--- src/rtl/add_arb_pkg.sv ---
// Shared definitions for the add_arb round-robin adder arbiter:
// size limits, FSM state type and the rotating-priority grant function.
package add_arb_pkg;

    localparam int NREQ_MAX  = 8;
    localparam int IDX_MAX_W = $clog2(NREQ_MAX);

    typedef enum logic {
        ARB_EMPTY = 1'b0,
        ARB_FULL  = 1'b1
    } arb_state_t;

    // Search starts just after the last winner and wraps round to it, so the
    // winner of the previous grant has the lowest priority this time.
    function automatic logic [NREQ_MAX-1:0] arb_pick(
        input logic [NREQ_MAX-1:0]  valid,
        input logic [IDX_MAX_W-1:0] last,
        input int                   nreq
    );
        logic [NREQ_MAX-1:0] grant;
        logic                found;
        int                  idx;
        grant = '0;
        found = 1'b0;
        idx   = 0;
        for (int k = 1; k <= NREQ_MAX; k++) begin
            if (k <= nreq && !found) begin
                idx = (int'(last) + k) % nreq;
                if (valid[idx[IDX_MAX_W-1:0]]) begin
                    grant[idx[IDX_MAX_W-1:0]] = 1'b1;
                    found = 1'b1;
                end
            end
        end
        return grant;
    endfunction

endpackage

--- src/rtl/add_arb_adder8.sv ---
// adder8: plain 8-bit ripple-carry adder shared by all add_arb requesters.
module adder8 (
    input  logic [7:0] i_a,
    input  logic [7:0] i_b,
    input  logic       i_cin,
    output logic [7:0] o_sum,
    output logic       o_cout
);

    logic [8:0] w_carry;

    assign w_carry[0] = i_cin;

    for (genvar g = 0; g < 8; g++) begin : gen_fa
        assign o_sum[g]       = i_a[g] ^ i_b[g] ^ w_carry[g];
        assign w_carry[g + 1] = (i_a[g] & i_b[g]) | (w_carry[g] & (i_a[g] ^ i_b[g]));
    end

    assign o_cout = w_carry[8];

endmodule

--- src/rtl/add_arb.sv ---
// add_arb: round-robin arbiter feeding one shared adder8 into a single response register.
// Define ADD_ARB_OVF_EN to add the registered signed-overflow output rsp_ovf.
module add_arb
    import add_arb_pkg::*;
#(
    parameter int NREQ = 4,
    parameter int IDW  = $clog2(NREQ)
) (
    input  logic              clk,
    input  logic              reset_n,
    input  logic [NREQ-1:0]   req_valid,
    input  logic [8*NREQ-1:0] req_a,
    input  logic [8*NREQ-1:0] req_b,
    output logic [NREQ-1:0]   req_ready,
    output logic              rsp_valid,
    input  logic              rsp_ready,
    output logic [7:0]        rsp_sum,
    output logic              rsp_cout,
    output logic [IDW-1:0]    rsp_id
`ifdef ADD_ARB_OVF_EN
    ,
    output logic              rsp_ovf
`endif
);

    arb_state_t          r_state;
    logic [IDW-1:0]      r_last;
    logic [7:0]          r_sum;
    logic                r_cout;
    logic [IDW-1:0]      r_id;
`ifdef ADD_ARB_OVF_EN
    logic                r_ovf;
`endif

    logic [NREQ_MAX-1:0]  w_validExt;
    logic [IDX_MAX_W-1:0] w_lastExt;
    logic [NREQ_MAX-1:0]  w_pick;
    logic [NREQ-1:0]      w_grant;
    logic                 w_anyGrant;
    logic                 w_accept;
    logic                 w_fire;
    logic [IDW-1:0]       w_grantIdx;
    logic [7:0]           w_a;
    logic [7:0]           w_b;
    logic [7:0]           w_sum;
    logic                 w_cout;

    always_comb begin
        w_validExt             = '0;
        w_validExt[NREQ-1:0]   = req_valid;
        w_lastExt              = '0;
        w_lastExt[IDW-1:0]     = r_last;
    end

    assign w_pick     = arb_pick(w_validExt, w_lastExt, NREQ);
    assign w_grant    = w_pick[NREQ-1:0];
    assign w_anyGrant = |w_pick;

    // The register can take a new result when empty or when its current one leaves this cycle.
    assign w_accept   = reset_n && ((r_state == ARB_EMPTY) || rsp_ready);
    assign w_fire     = w_accept && w_anyGrant;
    assign req_ready  = w_accept ? w_grant : '0;

    always_comb begin
        w_grantIdx = '0;
        w_a        = '0;
        w_b        = '0;
        for (int i = 0; i < NREQ; i++) begin
            if (w_grant[i]) begin
                w_grantIdx = IDW'(i);
                w_a        = req_a[8*i +: 8];
                w_b        = req_b[8*i +: 8];
            end
        end
    end

    adder8 u_adder8 (
        .i_a    (w_a),
        .i_b    (w_b),
        .i_cin  (1'b0),
        .o_sum  (w_sum),
        .o_cout (w_cout)
    );

    always_ff @(posedge clk or negedge reset_n) begin
        if (!reset_n) begin
            r_state <= ARB_EMPTY;
            r_last  <= IDW'(NREQ - 1);
            r_sum   <= '0;
            r_cout  <= 1'b0;
            r_id    <= '0;
`ifdef ADD_ARB_OVF_EN
            r_ovf   <= 1'b0;
`endif
        end else if (w_fire) begin
            r_state <= ARB_FULL;
            r_last  <= w_grantIdx;
            r_sum   <= w_sum;
            r_cout  <= w_cout;
            r_id    <= w_grantIdx;
`ifdef ADD_ARB_OVF_EN
            r_ovf   <= (w_a[7] == w_b[7]) && (w_sum[7] != w_a[7]);
`endif
        end else if (r_state == ARB_FULL && rsp_ready) begin
            r_state <= ARB_EMPTY;
        end
    end

    assign rsp_valid = (r_state == ARB_FULL);
    assign rsp_sum   = r_sum;
    assign rsp_cout  = r_cout;
    assign rsp_id    = r_id;
`ifdef ADD_ARB_OVF_EN
    assign rsp_ovf   = r_ovf;
`endif

endmodule

--- config.mk ---
export PLATFORM = sky130hd
export DESIGN_NAME = add_arb
export DESIGN_NICKNAME = d
export VERILOG_FILES = /design/src/rtl/add_arb_pkg.sv /design/src/rtl/add_arb_adder8.sv /design/src/rtl/add_arb.sv
export SDC_FILE = /design/constraint.sdc
export NUM_CORES = 1
export LEC_CHECK = 0
export CAP_MARGIN = 20
export CORE_ASPECT_RATIO = 1.5
export CORE_MARGIN = 5
export CORE_UTILIZATION = 38
export DETAILED_ROUTE_END_ITERATION = 8
export PLACE_DENSITY_LB_ADDON = 0.3
export SLEW_MARGIN = 40
export SYNTH_ARGS = -nofsm -noshare
export SYNTH_HDL_FRONTEND = slang
export SYNTH_SLANG_ARGS = --single-unit
export TNS_END_PERCENT = 10
--- constraint.sdc ---
create_clock -name clk -period 5.4 [get_ports clk]
set_clock_uncertainty 0.2 [all_clocks]
set_input_delay 1.08 -clock clk [delete_from_list [all_inputs] [get_ports clk]]
set_output_delay 1.08 -clock clk [all_outputs]
set_load 0.01 [all_outputs]
==> out/qor.yml, run 1 <==
outcome:
  status: "complete, but fails checks"
  violations: "setup timing"
sta:
  rsz0062_at_grt: "true"
  finalHoldViolCount: 0
  min_period_over_period_pct: 102
  max_slew_margin_pct: 54.2
  worstMarginPinSlew_ns: 0.684
  fmax_ghz: 0.182
  setup_ws_ns: -0.0985
  period_minus_slack_ns: 5.50
  report.final.setup_viol: 2
  maxSlewViolCount: 0
  hold_ws_ns: 0.300
cts:
  clk_pin_slew_ns: 0.06
  cts_root_buffer: "clkbuf_8"
  cts_made_buffers: 3
  htree_levels: 1
  clock-sinks: 14
  clock_latency_ns: 0.24
  cts_tree: "yes"
  cts_hold_buf: 0
  cts_buffer_depth: 2
worst_setup_path:
  critical_path_class: "input port to flip-flop"
  critical_path.startpoint: "req_valid[1]"
  worstSetupEndpointType: "flip-flop"
  rr_worst_depth: 19
  crit_path_frequent_cell: "fa_2"
  crit_arrival_ns: 5.42
  r2r-start: "r_last[0]$_DFFE_PN1P_"
  r2r_setup_slack_ns: 0.01
  r2r-end: "rsp_sum[7]$_DFFE_PN0P_"
  crit_buf_inv: 4
  cp_max_fo: 9
  crit_chain: "buf_2 > mux4_2 > or3b_1 > a21oi_2 > a21oi_1 > buf_4 > o21ai_0 > o21ai_1 > ha_2 > fa_2 > fa_2 > fa_1 > inv_1 > fa_2 > fa_2 > fa_1 > inv_1 > fa_1 > mux2_2"
  slowest_stage: "mux4_2"
  required_ns: 5.32
  cp_top_family: "adder cells"
  crit_path_start_kind: "input port"
  max_stage_delay_ns: 0.55
route:
  ant_nets: 0
  vias: 2210
  wl_um: 6980
  via_per_inst: 5.58
  first_pass_iters: 4
  drtIter0Drc: 129
  drc_errors: 0
  wl_per_cell_um: 17.6
synth:
  ys_ff_latch: 14
  synth.most_common_cell: "o21ai_0"
  yosysSeqAreaShare_pct: 19.4
  ys.warnings.count: 0
  async_flop_share_pct: 100
  synth.top_cell.area_share_pct: 16.5
  synth_ff_type: "dfrtp_1"
  synth_edf_count: 0
  avgSynthCellArea_sq_um: 8.26
  yosys-top-cells-area: "dfrtp_1 (17%), o21ai_0 (8.3%), a311oi_1 (7.7%), fa_1 (7.7%), ha_1 (6.2%)"
  synth_nets: 307
  synth_cells: 220
  yosys.area.top_type: "dfrtp_1"
  syn_area_sq_um: 1820
  synth_commonest_cells: "o21ai_0 (30), inv_1 (29), nand2_1 (18)"
  synth.distinct_cells: 44
global_routing:
  antenna_found_initial: 0
  grt_max_degree: 19
  grt_first_pass_wirelength_um: 10500
  grt_overflow_total: 0
  grtUsageTotal_pct: 21.7
  grt_pass1_vias: 2258
worst_hold_path:
  holdCritStartpoint: "rsp_sum[1]$_DFFE_PN0P_"
  hp-class: "flip-flop to flip-flop"
  holdPathEnd: "rsp_sum[1]$_DFFE_PN0P_"
  min_path_cells: 1
floorplanning:
  rows: 30
  dieArea_sq_um: 6290
  die_width_um: 66.5
  ios: 87
  coreArea_sq_um: 4580
  start_util_pct: 39.7
  dieHeight_um: 94.7
pwr:
  p_per_area_nw_per_um2: 781
  max-vdd-ir-drop_mv: 0.357
  power.static_leakage_nw: 1.31
place:
  io_buffers: 86
  placedCellCount: 387
  dp_hpwl_um: 5750
  place_area_sq_um: 2990
  gp_congestion: 0.883
final_layout:
  fin_cells: 396
  n_antenna_cell: 0
  nFillCells: 401
  drive_gt1_share_pct: 23.5
  area_growth_syn_to_layout_pct: 70.6
  fin_util_pct: 67.7
  finalNetCount: 420
  final_area_sq_um: 3100
job:
  cap_violations: 0
## flip-flops by register name (all words and copies together) (netlist names)
name,flops
rsp_valid,1
rsp_sum,8
rsp_id,2
rsp_cout,1
r_last,2
## stage by stage
step           setup WS, ns  TNS [ns]  power, mW
2_1_floorplan        -0.176    -0.275       1.54
5_1_grt              -0.236    -0.383       2.62
3_5_place_dp         -0.812     -2.05       2.26
6_report            -0.0985    -0.123       2.42
3_3_place_gp         -0.645     -1.62       2.19
4_1_cts              -0.213    -0.278       2.41
## layer usage
metal,track usage (%),up-vias,share of wire [%]
met5,0,-,0
met4,3.05,0,0.77
met3,4.64,4,8.3
met2,43.5,95,55
met1,22.9,1057,36
li1,-,1054,-
## timing repair
action,4_1_cts,5_1_grt
cloned,1,0
buffers inserted,2,2
resized for setup,22,1
setup endpoints to repair,3,2
pin swaps,9,4
## layout by cell type (no fill, tap or decap), drive strengths merged, types with 2 or more instances in the layout
cell type and instances:
ha 9, o21ai 31, buf 40, o41ai 2, or3b 5, and3 2
o21a 2, nand3b 4, nand2 18, a2bb2oi 7, clkdlybuf4s50 82, a31oi 17
a21oi 5, nand3 2, mux2i 3, dfrtp 12, clkbuf 4, nor2 3
fa 7, a311oi 16, mux2 6, a21o 2, o22ai 3, mux4 4
inv 29, dfstp 2
## worst register-to-register path, cell delays in order (launching register included)
cell and delay, ns:
dfstp_2 0.64, inv_1 0.12, ha_4 0.29, or3b_2 0.45
nand3_1 0.14, and4_1 0.28, a211o_1 0.26, a311oi_2 0.09
o21ai_1 0.18, ha_2 0.21, fa_2 0.20, fa_2 0.19
fa_1 0.16, inv_1 0.05, fa_2 0.34, fa_2 0.34
fa_1 0.36, inv_1 0.08, fa_1 0.42, mux2_2 0.27
## logic make-up (layout without fill, tap and decap cells)
kind of cell | Yosys count | count (layout) | share of synthesized area [%]
flip-flops | 14 | 14 | 19.4
multiplexers | 12 | 13 | 9.09
buffers and inverters | 44 | 155 | 9.71
adder cells (fa/ha/maj) | 16 | 16 | 13.9
AO/OA/AOI/OAI | 92 | 92 | 34.9
AND/OR/NAND/NOR | 42 | 42 | 12.9
## layout make-up
cell class / instances / area [sq um] / share of cell area [%]
Clock buffer: 4 / 45.0 / 1.45
Inverter: 29 / 109 / 3.51
Multi-Input combinational cell: 163 / 1400 / 45.2
Sequential cell: 14 / 353 / 11.4
Tap cell: 64 / 80.1 / 2.58
Timing Repair Buffer: 122 / 1110 / 35.8
## where the power goes
part	total, mW	internal (mW)	switching [mW]
Combinational	2.11	1.04	1.07
Clock	0.0857	0.0520	0.0337
Sequential	0.219	0.176	0.0430
## worst max-delay path by stage
| stage | endpoint | slack (ns) | cells after the start |
|---|---|---|---|
| floorplan | rsp_sum[7]$_DFFE_PN0P_ | -0.18 | 19 |
| global placement | rsp_sum[7]$_DFFE_PN0P_ | -0.64 | 19 |
| detailed placement | rsp_sum[7]$_DFFE_PN0P_ | -0.81 | 18 |
| CTS | rsp_sum[7]$_DFFE_PN0P_ | -0.21 | 18 |
| global route | rsp_sum[7]$_DFFE_PN0P_ | -0.24 | 18 |
| finish | rsp_sum[7]$_DFFE_PN0P_ | -0.1 | 19 |
(Power assumes the default switching activity.)
==> run 2, diff against run 1 <==
- HOLD_SLACK_MARGIN: unset -> 0.1
- PLACE_DENSITY: unset -> 0.88
- PLACE_DENSITY_LB_ADDON: 0.3 -> unset
==> run 2 against run 1 <==
Effect of this change:
- register-to-register slack better by 0.10 ns
- power is 8.1% higher
- count of clock-buffer cells in the layout unchanged
- final cell count increased by 1.0%
- critical endpoint unchanged
- via count rose by 2.9%
- worst hold slack is essentially flat
- largest cell class unchanged
- clock power grew 19%
- routed wire length is 5.5% higher
- sequential power is essentially flat
- the run still ends with setup timing left
==> out/qor.yml, run 2 (synthesized netlist as in run 1, its figures left out) <==
pwr:
  p_per_area_nw_per_um2: 813  # +4.2%
  power.static_leakage_nw: 1.35  # +3.0%
  max-vdd-ir-drop_mv: 0.358  # +0.21%
cts:
  clock_latency_ns: 0.25  # about the same
  cts_made_buffers: 3  # unchanged
  cts_root_buffer: "clkbuf_8"
  htree_levels: 1  # unchanged
  cts_hold_buf: 0  # unchanged
  clk_pin_slew_ns: 0.06  # about the same
  cts_buffer_depth: 2  # unchanged
  clock-sinks: 14  # unchanged
  cts_tree: "yes"
final_layout:
  final_common_cell: "clkdlybuf4s50_1"
  final_area_sq_um: 3220  # +3.8%
  n_antenna_cell: 0  # unchanged
  fin_util_pct: 70.2  # +2.5 points
  largest_reg_flops: 8  # unchanged
  drive_gt1_share_pct: 29.2  # +5.7 points
  nFillCells: 360  # -10%
  final_cell_mix: "clkdlybuf4s50_1 (82), buf_4 (41), inv_1 (26)"
  finalNetCount: 424  # +0.95%
  area_growth_syn_to_layout_pct: 77.0
  fin_cells: 400  # +1.0%
sta:
  setup_ws_ns: -0.0814  # +0.0171 ns
  maxSlewViolCount: 0  # unchanged
  report.final.setup_viol: 2  # unchanged
  rsz0062_at_grt: "true"
  period_minus_slack_ns: 5.48  # -0.0171 ns
  max_slew_margin_pct: 49.5  # -4.7 points
  fin_tns_setup_ns: -0.110  # +0.0136 ns
  fmax_ghz: 0.182  # +0.31%
  worstMarginPinSlew_ns: 0.755  # +0.0705 ns
  min_period_over_period_pct: 102  # -0.32 points
  finalHoldViolCount: 0  # unchanged
worst_setup_path:
  max_stage_delay_ns: 0.55  # about the same
  cp_max_fo: 8  # -1
  crit_buf_inv: 3  # -1
  cp_top_family: "adder cells"
  required_ns: 5.33  # about the same
  crit_path_frequent_cell: "fa_2"
  crit_path_start_kind: "input port"
  slowest_stage: "mux4_2"
  critical_path_class: "input port to flip-flop"
  crit_chain: "clkdlybuf4s15_2 > mux4_2 > nand2_1 > o31ai_2 > a211o_2 > a311oi_2 > o21ai_1 > ha_2 > fa_2 > fa_2 > fa_2 > inv_2 > fa_2 > fa_2 > fa_2 > inv_2 > fa_1 > mux2_2"
  worstSetupEndpointType: "flip-flop"
  crit_arrival_ns: 5.41  # about the same
global_routing:
  grt_max_degree: 19  # unchanged
  grt_overflow_total: 0  # unchanged
  grt_pass1_vias: 2341  # +3.7%
  antenna_found_initial: 0  # unchanged
  grtUsageTotal_pct: 23.5  # +1.7 points
  grt_first_pass_wirelength_um: 11200  # +6.4%
floorplanning:
  dieHeight_um: 94.7  # unchanged
  die_width_um: 66.5  # unchanged
  dieArea_sq_um: 6290  # unchanged
  rows: 30  # unchanged
  coreArea_sq_um: 4580  # unchanged
  ios: 87  # unchanged
  start_util_pct: 39.7  # unchanged
route:
  ant_nets: 0  # unchanged
  drc_errors: 0  # unchanged
  first_pass_iters: 5  # +1
  wl_um: 7360  # +5.5%
  via_per_inst: 5.69  # +1.9%
  vias: 2274  # +2.9%
  wl_per_cell_um: 18.4  # +4.5%
  drtIter0Drc: 168  # +30%
outcome:
  violations: "setup timing"
  status: "complete, but fails checks"
worst_hold_path:
  hp-class: "flip-flop to flip-flop"
place:
  gp_congestion: 0.960  # +8.7%
  io_buffers: 86  # unchanged
  dp_hpwl_um: 5850  # +1.6%
  place_area_sq_um: 3010  # +0.42%
  placedCellCount: 387  # unchanged
job:
  cap_violations: 0  # unchanged
==> run 2: worst paths after layout <==
path                                          end  slack [ns]  depth (start not counted)                   start
hold / removal             rsp_sum[1]$_DFFE_PN0P_        0.30                          1  rsp_sum[1]$_DFFE_PN0P_
min in group asynchronous   rsp_valid$_DFFE_PN0P_        0.94                          2                 reset_n
setup reg to reg           rsp_sum[7]$_DFFE_PN0P_        0.11                         20   r_last[0]$_DFFE_PN1P_
max in group asynchronous   r_last[0]$_DFFE_PN1P_        3.82                          2                 reset_n
hold reg to reg            rsp_sum[1]$_DFFE_PN0P_        0.30                          1  rsp_sum[1]$_DFFE_PN0P_
setup / recovery           rsp_sum[7]$_DFFE_PN0P_       -0.08                         18            req_valid[0]
==> run 2: cell type report <==
| cell class | count | area [sq um] | area share (%) |
|---|---|---|---|
| Inverter | 29 | 109 | 3.39 |
| Multi-Input combinational cell | 162 | 1440 | 44.7 |
| Clock buffer | 4 | 55.1 | 1.71 |
| Sequential cell | 14 | 353 | 11.0 |
| Tap cell | 64 | 80.1 | 2.49 |
| Timing Repair Buffer | 127 | 1180 | 36.8 |
==> run 2: per-layer routing <==
| layer | up-vias | GRT usage [%] | wire length, um |
|---|---|---|---|
| met1 | 1067 | 24.3 | 2620 |
| li1 | 1059 | - | - |
| met4 | 0 | 10.2 | 323 |
| met2 | 122 | 44.7 | 3910 |
| met3 | 26 | 4.17 | 508 |
| met5 | - | 0 | 0 |
==> run 2: report_power, final <==
part           switching (mW)  internal [mW]
clock network          0.0374         0.0646
logic                    1.16           1.14
registers              0.0414          0.176
==> run 2: worst reg2reg max path, stage by stage, from the launching register on <==
cell and delay (ns):
dfstp_2 0.61, inv_1 0.11, ha_4 0.31, or3b_4 0.13, nand3_2 0.09, buf_4 0.15, and3_4 0.18, a221o_2 0.39
a311oi_2 0.29, o21ai_1 0.09, ha_2 0.19, fa_2 0.36, fa_2 0.37, fa_2 0.35, inv_2 0.06, fa_2 0.18
fa_2 0.20, fa_2 0.19, inv_2 0.04, fa_1 0.42, mux2_2 0.27
==> run 2: through the flow <==
stage                     total power [mW]  worst slack [ns]  hold slack, ns
after CTS                             2.57           -0.0689           0.306
after detailed placement              2.28            -0.813           0.293
after floorplan                       1.54            -0.176           0.333
final                                 2.61           -0.0814           0.300
after global routing                  2.81            -0.199           0.323
after global placement                2.22            -0.653           0.286
==> run 2: repair_timing <==
action	in CTS	in global routing
pin swaps	16	2
hold endpoints to repair	0	0
resized for setup	40	5
setup buffers	9	0
setup endpoints to repair	3	2
==> run 3, diff against run 2 <==
- CAP_MARGIN: 20 -> unset
- CORE_UTILIZATION: 38 -> 32
- PLACE_DENSITY: 0.88 -> 0.74
- clock period: 5.4 -> 5.6 ns (I/O delays scaled with it)
==> run 3 against run 2 <==
Effect of this change:
- the flow now finishes without violations
- setup slack improved by 0.22 ns
- sequential power shrank 7%
- register-to-register slack improved by 0.11 ns
- power down 7.6%
- die area rose by 16%
- sequential share of layout area rose by 0.090 points
- critical endpoint unchanged
- largest cell class unchanged
- largest power group unchanged
==> out/qor.yml, run 3 (synthesized netlist as in run 1, its figures left out) <==
outcome:
  status: "finished clean"
route:
  first_pass_iters: 4  # -1
  top_layer_used: "met4"
  vias: 2211  # -2.8%
  wl_um: 7090  # -3.7%
  ant_nets: 0  # unchanged
  wl_per_cell_um: 17.5  # -4.7%
  drc_errors: 0  # unchanged
  wl_met1_um: 2580  # -1.7%
  drtIter0Drc: 72  # -57%
  via_per_inst: 5.47  # -3.7%
  wl_met2_um: 3720  # -4.8%
  wl_met3_um: 617  # +21%
worst_setup_path:
  cp_max_fo: 7  # -1
  crit_path_frequent_cell: "fa_2"
  crit_chain: "clkbuf_2 > buf_4 > or3b_2 > nand3_1 > nand4_1 > and3_4 > a311oi_2 > o21ai_1 > ha_2 > fa_2 > fa_2 > fa_1 > inv_1 > fa_2 > fa_2 > fa_1 > inv_1 > fa_1 > mux2_2"
  max_stage_delay_ns: 0.45  # -0.10 ns
  required_ns: 5.53  # +0.20 ns
  crit_path_start_kind: "input port"
  critical_path_class: "input port to flip-flop"
  crit_arrival_ns: 5.38  # -0.03 ns
  critical_path.startpoint: "req_valid[1]"
  slowest_stage: "or3b_2"
  r2r-start: "r_last[1]$_DFFE_PN1P_"
  worstSetupEndpointType: "flip-flop"
pwr:
  max-vdd-ir-drop_mv: 0.289  # -19%
  p_per_area_nw_per_um2: 758  # -6.8%
  clkPwrFrac_pct: 4.0  # about the same
  p_int_mw: 1.28  # -6.7%
  switching_share_pct: 46.9  # -0.46 points
  pwr-share-comb_pct: 87.7  # about the same
  power_frac_seq_pct: 8.3  # about the same
  p_switching_mw: 1.13  # -8.5%
  power.static_leakage_nw: 1.34  # -0.37%
  total_power_mw: 2.42  # -7.6%
floorplanning:
  die_width_um: 71.5  # +7.6%
  dieHeight_um: 102  # +8.0%
  dieArea_sq_um: 7320  # +16%
  coreArea_sq_um: 5490  # +20%
  ios: 87  # unchanged
  start_util_pct: 33.1  # -6.6 points
  rows: 33  # +10%
global_routing:
  antenna_found_initial: 0  # unchanged
  grt_max_degree: 19  # unchanged
  grtUsageTotal_pct: 19.4  # -4.1 points
  grt_pass1_vias: 2312  # -1.2%
  grt_overflow_total: 0  # unchanged
  grt_first_pass_wirelength_um: 11200  # about the same
worst_hold_path:
  holdCritStartpoint: "rsp_sum[0]$_DFFE_PN0P_"
  hp-class: "flip-flop to flip-flop"
cts:
  clock_latency_ns: 0.24  # about the same
  cts_root_buffer: "clkbuf_8"
  cts_hold_buf: 0  # unchanged
  cts_buffer_depth: 2  # unchanged
  clock-sinks: 14  # unchanged
  cts_tree: "yes"
  cts_made_buffers: 3  # unchanged
  clk_pin_slew_ns: 0.06  # about the same
  htree_levels: 1  # unchanged
final_layout:
  largest_reg_flops: 8  # unchanged
  final_common_cell: "clkdlybuf4s50_1"
  nFillCells: 499  # +39%
  drive_gt1_share_pct: 26.3  # -2.8 points
  finalNetCount: 422  # -0.47%
  n_antenna_cell: 0  # unchanged
  area_growth_syn_to_layout_pct: 75.6
  final_cell_mix: "clkdlybuf4s50_1 (82), buf_4 (35), inv_1 (28)"
  fin_util_pct: 58.1  # -12 points
sta:
  hold_ws_ns: 0.304  # +0.00384 ns
  maxSlewViolCount: 0  # unchanged
  report.final.setup_viol: 0  # -2
  worstMarginPinSlew_ns: 0.686  # -0.0683 ns
  setup_ws_ns: 0.141  # +0.223 ns
  min_period_over_period_pct: 97.5
  fmax_ghz: 0.183
  rsz0062_at_grt: "false"
  max_slew_margin_pct: 54.1  # +4.6 points
  finalHoldViolCount: 0  # unchanged
  period_minus_slack_ns: 5.46
place:
  gp_congestion: 0.882  # -8.1%
  io_buffers: 86  # unchanged
  dp_hpwl_um: 5650  # -3.5%
  pre_cts_ws_ns: -0.670  # +0.143 ns
job:
  cap_violations: 0  # unchanged
==> run 3: cell count changes in the layout (fill, tap and decap cells not counted), sizes merged <==
cell	previous run	this run
buf	43	40
clkbuf	4	6
clkdlybuf4s15	2	0
mux4	3	4
==> run 3: repair_timing <==
action                     4_1_cts  5_1_grt
pin swaps                        3        9
setup endpoints to repair        2        2
buffers inserted                 3        3
gates cloned                     1        0
gates resized for setup         23       20
==> run 3: area by class of cell <==
type / instances / area, sq um / area share, %
repair buffers: 124 / 1140 / 35.7
multi-input cells: 163 / 1450 / 45.4
clock buffers: 4 / 55.1 / 1.73
well taps: 70 / 87.6 / 2.75
inverters: 29 / 109 / 3.41
flip-flops and latches: 14 / 353 / 11.1
==> run 3: critical path: cells and delay by family <==
family	cells	cell delay, ns
adders and majority gates	8	2.19
muxes	1	0.27
and+or+nand+nor	4	0.99
buffers and inverters	4	0.41
AOI/OAI and AO/OA	2	0.39
==> run 3: stage by stage <==
stage / TNS [ns] / cells / instance area (sq um)
final: 0 / 404 / 3190
after global routing: 0 / 404 / 3190
after global placement: -1.14 / 393 / 2990
after CTS: 0 / 401 / 3140
after floorplan: 0 / 220 / 1910
after detailed placement: -1.50 / 393 / 2990
==> run 3: worst paths after layout <==
path	endpoint	slack, ns	cells after the start
setup reg to reg	rsp_sum[7]$_DFFE_PN0P_	0.22	19
max in group asynchronous	r_last[0]$_DFFE_PN1P_	3.97	2
min in group asynchronous	rsp_cout$_DFFE_PN0P_	0.98	2
setup / recovery	rsp_sum[7]$_DFFE_PN0P_	0.14	19
hold reg to reg	rsp_sum[0]$_DFFE_PN0P_	0.30	1
hold / removal	rsp_sum[0]$_DFFE_PN0P_	0.30	1
==> run 3: routing by layer <==
metal	GRT usage, %	up-vias
met5	0	-
met4	4.05	0
met3	5.02	13
met2	36.3	104
met1	21.8	1037
li1	-	1057
==> run 3: power groups by stage <==
stage / clock network (mW) / registers [mW] / logic (mW)
floorplan: 0 / 0.222 / 1.25
global placement: 0 / 0.202 / 1.95
detailed placement: 0 / 0.203 / 1.96
CTS: 0.0997 / 0.202 / 2.06
global route: 0.107 / 0.209 / 2.32
finish: 0.0969 / 0.202 / 2.12
